==> src/rtl/cla_mul_seq.sv <==
// cla_mul_seq: 16x16 unsigned shift-add multiplier sequencing an external CLA.
// Optional CLA_MUL_ZERO_BYPASS_EN: zero operand skips straight to DONE.
module cla_mul_seq #(
  parameter int WIDTH = 16
) (
  input  logic               clk,
  input  logic               rst,
  input  logic               start,
  input  logic [WIDTH-1:0]   op_a,
  input  logic [WIDTH-1:0]   op_b,
  output logic               busy,
  output logic               done,
  output logic [2*WIDTH-1:0] product,
  output logic [WIDTH-1:0]   cla_A,
  output logic [WIDTH-1:0]   cla_B,
  output logic               cla_sub,
  input  logic [WIDTH-1:0]   cla_Sum
);
  localparam int CW = $clog2(WIDTH);
  typedef enum logic [1:0] {IDLE, CALC, DONE} state_t;
  state_t state, state_n;
  logic [WIDTH-1:0] mcand, p_hi, p_lo, s;
  logic [CW-1:0] cnt;
  logic accept, zero, add, c;
  assign accept = start && state != CALC;
`ifdef CLA_MUL_ZERO_BYPASS_EN
  assign zero = op_a == '0 || op_b == '0;
`else
  assign zero = 1'b0;
`endif
  always_ff @(posedge clk or posedge rst)
    if (rst) state <= IDLE;
    else state <= state_n;
  always_comb
    state_n = state == CALC ? (cnt == CW'(WIDTH - 1) ? DONE : CALC)
            : accept ? (zero ? DONE : CALC) : IDLE;
  always_comb begin
    busy = state == CALC;
    done = state == DONE;
  end
  assign add     = p_lo[0];
  assign cla_A   = p_hi;
  assign cla_B   = add ? mcand : '0;
  assign cla_sub = 1'b0;
  // The CLA has no carry-out port; recover it from the operand and sum MSBs.
  assign c = add & ((p_hi[WIDTH-1] & mcand[WIDTH-1]) |
                    ((p_hi[WIDTH-1] | mcand[WIDTH-1]) & ~cla_Sum[WIDTH-1]));
  assign s = add ? cla_Sum : p_hi;
  assign product = {p_hi, p_lo};
  always_ff @(posedge clk or posedge rst)
    if (rst) begin
      mcand <= '0;
      p_hi  <= '0;
      p_lo  <= '0;
      cnt   <= '0;
    end else if (accept) begin
      mcand <= op_a;
      p_hi  <= '0;
      p_lo  <= zero ? '0 : op_b;
      cnt   <= '0;
    end else if (state == CALC) begin
      {p_hi, p_lo} <= {c, s, p_lo[WIDTH-1:1]};
      cnt <= cnt + 1'b1;
    end
endmodule
==> config.mk <==
export PLATFORM = sky130hd
export DESIGN_NAME = cla_mul_seq
export DESIGN_NICKNAME = d
export VERILOG_FILES = /design/src/rtl/cla_mul_seq.sv
export SDC_FILE = /design/constraint.sdc
export NUM_CORES = 1
export LEC_CHECK = 0
export ABC_AREA = 1
export CORE_MARGIN = 1.5
export CORE_UTILIZATION = 35
export CTS_CLUSTER_SIZE = 8
export DETAILED_ROUTE_END_ITERATION = 16
export PLACE_DENSITY = 0.81
export RECOVER_POWER = 25
export SETUP_SLACK_MARGIN = 0.15
export SYNTH_ARGS = -nofsm -noshare
export SYNTH_HDL_FRONTEND = slang
export SYNTH_SLANG_ARGS = --single-unit
==> constraint.sdc <==
create_clock -name clk -period 4.05 [get_ports clk]
set_input_delay 0.405 -clock clk [delete_from_list [all_inputs] [get_ports clk]]
set_output_delay 0.405 -clock clk [all_outputs]
set_load 0.005 [all_outputs]
==> summary.md <==
| Metric | Value |
|---|---|
| Drt wl/cell | `about 12 um` |
| Die area | `0.00808 mm^2` |
| Failing checks | `max-capacitance violations, max-slew violations` |
| Critical path data arrival time | `around 2.8 ns` |
| Syn Inst Count | `342` |
| Total track usage | `0.170` |
| CTS max path bufs | `2` |
| Vias per cell | `4.66` |
| Diode count | `0` |
| NumNets Final | `482` |
| Clock sink total | `54` |
| Final Skew | `0.00750 ns` |
| DRT iter0 DRCs | `98` |
| Req. time, crit path | `4.29 ns` |
| Slew of the pin with the lowest slew margin | `approximately 2 ns` |
| Finish-stage setup viols | `0` |
| Top Usage Layer GRT | `met2` |
| DPL Wire Length | `approximately 4.7 mm` |
| First-pass GRT wire length | `around 11 mm` |
| Commonest non-fill, non-tap cells in the layout | `133 x nand2_1, 115 x clkdlybuf4s50_1, 54 x dfrtp_1` |
| Met1 Usage GRT | `0.202` |
| Postcts setup bufs | `0` |
| Run status | `complete, but fails checks` |
| Vias in the first global route | `2,389` |
| Setup_tns | `0 ns` |
| # resized after CTS | `0` |
| # IOs | `118` |
| Initial Util | `0.363` |
| Min-delay worst type | `reg -> reg` |
| Synth Net Count | `394` |
| Commonest non-fill, non-tap cell in the layout | `nand2_1` |
| Die Height | `89.9 um` |
| DR DRC count | `0` |
| Post-DRT Antenna Nets | `0` |
| Worst vdd ir | `0.340 mV` |
| Fmax | `approximately 400 MHz` |
| Post-cts hold buffer count | `0` |
| Vias | `roughly 2,500` |
| P_leak | `1.83 nW` |
| Largest net degree at the start of global routing | `55` |
| Root buffer cell | `clkbuf_8` |
| Synth warn | `0` |
| Total power | `between 2 and 3 mW` |
| CP Max Fanout | `30` |
| Tmin final | `2.55 ns` |
| Die X | `89.9 um` |
| RSZ-0062 raised after global routing | `false` |
| Unique masters post-synth | `18` |
| Routability cong. | `0.705` |
| H-tree depth | `2` |
| Worst-skew pair later-pin latency | `0.31 ns` |
| IO buf count | `116` |
| Syn Area/Cell | `7.73 um^2` |
| # rows | `31` |
| Layout area overhead | `43.5%` |
| Synthesis-stage register bit count | `54` |
| Number of CTS-inserted buffers | `5` |
| Maxcap violations | `1` |
| Cell Area, Synth | `0.00264 mm^2` |
| Share of cells above drive strength 1 | `0.0302` |
| Endpoints failing hold | `0` |
| Initial antenna violation count | `0` |
| Clock transition at path regs | `0.09 ns` |
| Endpoint class of the critical path | `register` |
| Setup Crit Path Kind | `reg -> reg` |
| Setup crit start kind | `register` |
| Seq/Total Area, Yosys | `0.511` |
| Power Dens Cells | `732 mW/mm^2` |
| GR Util met2 | `0.302` |
| Global Route met3 Usage | `0.0448` |
| GR Overflow Total | `0` |
| CTS tree | `yes` |
| Core area | `0.00729 mm^2` |
| Slew Limit Headroom | `-0.327` |
| Routed wire length | `6.61 mm` |
| Final period utilization | `0.630` |
| Max-slew violations | `55` |
| Drt pass-1 iters | `4` |
-- worst max-delay path, cell delays in order, from the launching register on --
cell,delay [ns]
dfrtp_1,0.40
clkinv_1,0.10
nand2_1,0.54
nand2_1,0.63
inv_2,0.60
nand2_1,0.11
nand3_1,0.10
-- Yosys cell counts --
cell type | n | area share
clkbuf_1 | 2 | 0.0028
inv_1 | 23 | 0.033
o21ai_0 | 16 | 0.030
nor2_1 | 23 | 0.033
nand3_1 | 33 | 0.062
nor2_4 | 1 | 0.0043
nand2_2 | 1 | 0.0024
o21ai_1 | 16 | 0.030
ha_1 | 1 | 0.0047
a21oi_1 | 1 | 0.0019
buf_6 | 2 | 0.0085
buf_4 | 23 | 0.065
buf_2 | 7 | 0.013
nand2_1 | 132 | 0.19
conb_1 | 1 | 0.0014
inv_2 | 5 | 0.0071
buf_1 | 1 | 0.0014
dfrtp_1 | 54 | 0.51
-- path summary, 6_finish.rpt --
check | to | slack, ns | depth (start not counted) | startpoint
setup / recovery | p_lo[3] | 1.50 | 6 | state[1]
hold / removal | mcand[13] | 0.49 | 2 | mcand[13]
setup reg to reg | p_lo[3] | 1.50 | 6 | state[1]
hold reg to reg | mcand[13] | 0.49 | 2 | mcand[13]
max in group asynchronous | state[0] | 1.71 | 2 | rst
min in group asynchronous | cla_A[3] | 1.20 | 2 | rst
-- cell type report --
type / instances / area, um^2
flip-flops and latches: 54 / 1350
inverters: 28 / 105
multi-input cells: 225 / 943
fillers: 701 / 3500
well taps: 99 / 124
repair buffers: 116 / 1160
clock buffers: 8 / 110
-- through the flow --
step                std cells  setup WS [ns]  utilization  cell area (um^2)  hold slack (ns)
floorplan                 342           2.33            -              2640            0.449
global placement          522           1.90        0.506              3690            0.468
detailed placement        522           1.82        0.506              3690            0.465
CTS                       530           1.56        0.521              3800            0.489
global route              530           1.17        0.520              3790            0.515
finish                    530           1.50        0.520              3790            0.486
-- sequential cells by signal, summed over array words and instances, names as in the netlist --
name,count
cla_A,16
cnt,4
mcand,16
p_lo,16
state,2
-- cells by family after synthesis --
family,synth area share
adder cells (fa/ha/maj),0.00473
AND/OR/NAND/NOR,0.289
AO/OA/AOI/OAI,0.0625
buffers and inverters,0.131
flip-flops,0.511
other,0.00142
-- where the power goes --
| group | switching (mW) | leakage (nW) | total [mW] | internal (mW) |
|---|---|---|---|---|
| logic | 0.606 | 1.11 | 1.37 | 0.765 |
| registers | 0.259 | 0.656 | 1.07 | 0.809 |
| clock network | 0.166 | 0.0575 | 0.339 | 0.173 |
| total | 1.03 | 1.83 | 2.78 | 1.75 |
-- metal layers --
metal,wire [um],share of wire
met3,483,0.073
met4,76,0.011
met5,0,0
met2,3250,0.49
met1,2800,0.42
(Power assumes the default switching activity.)
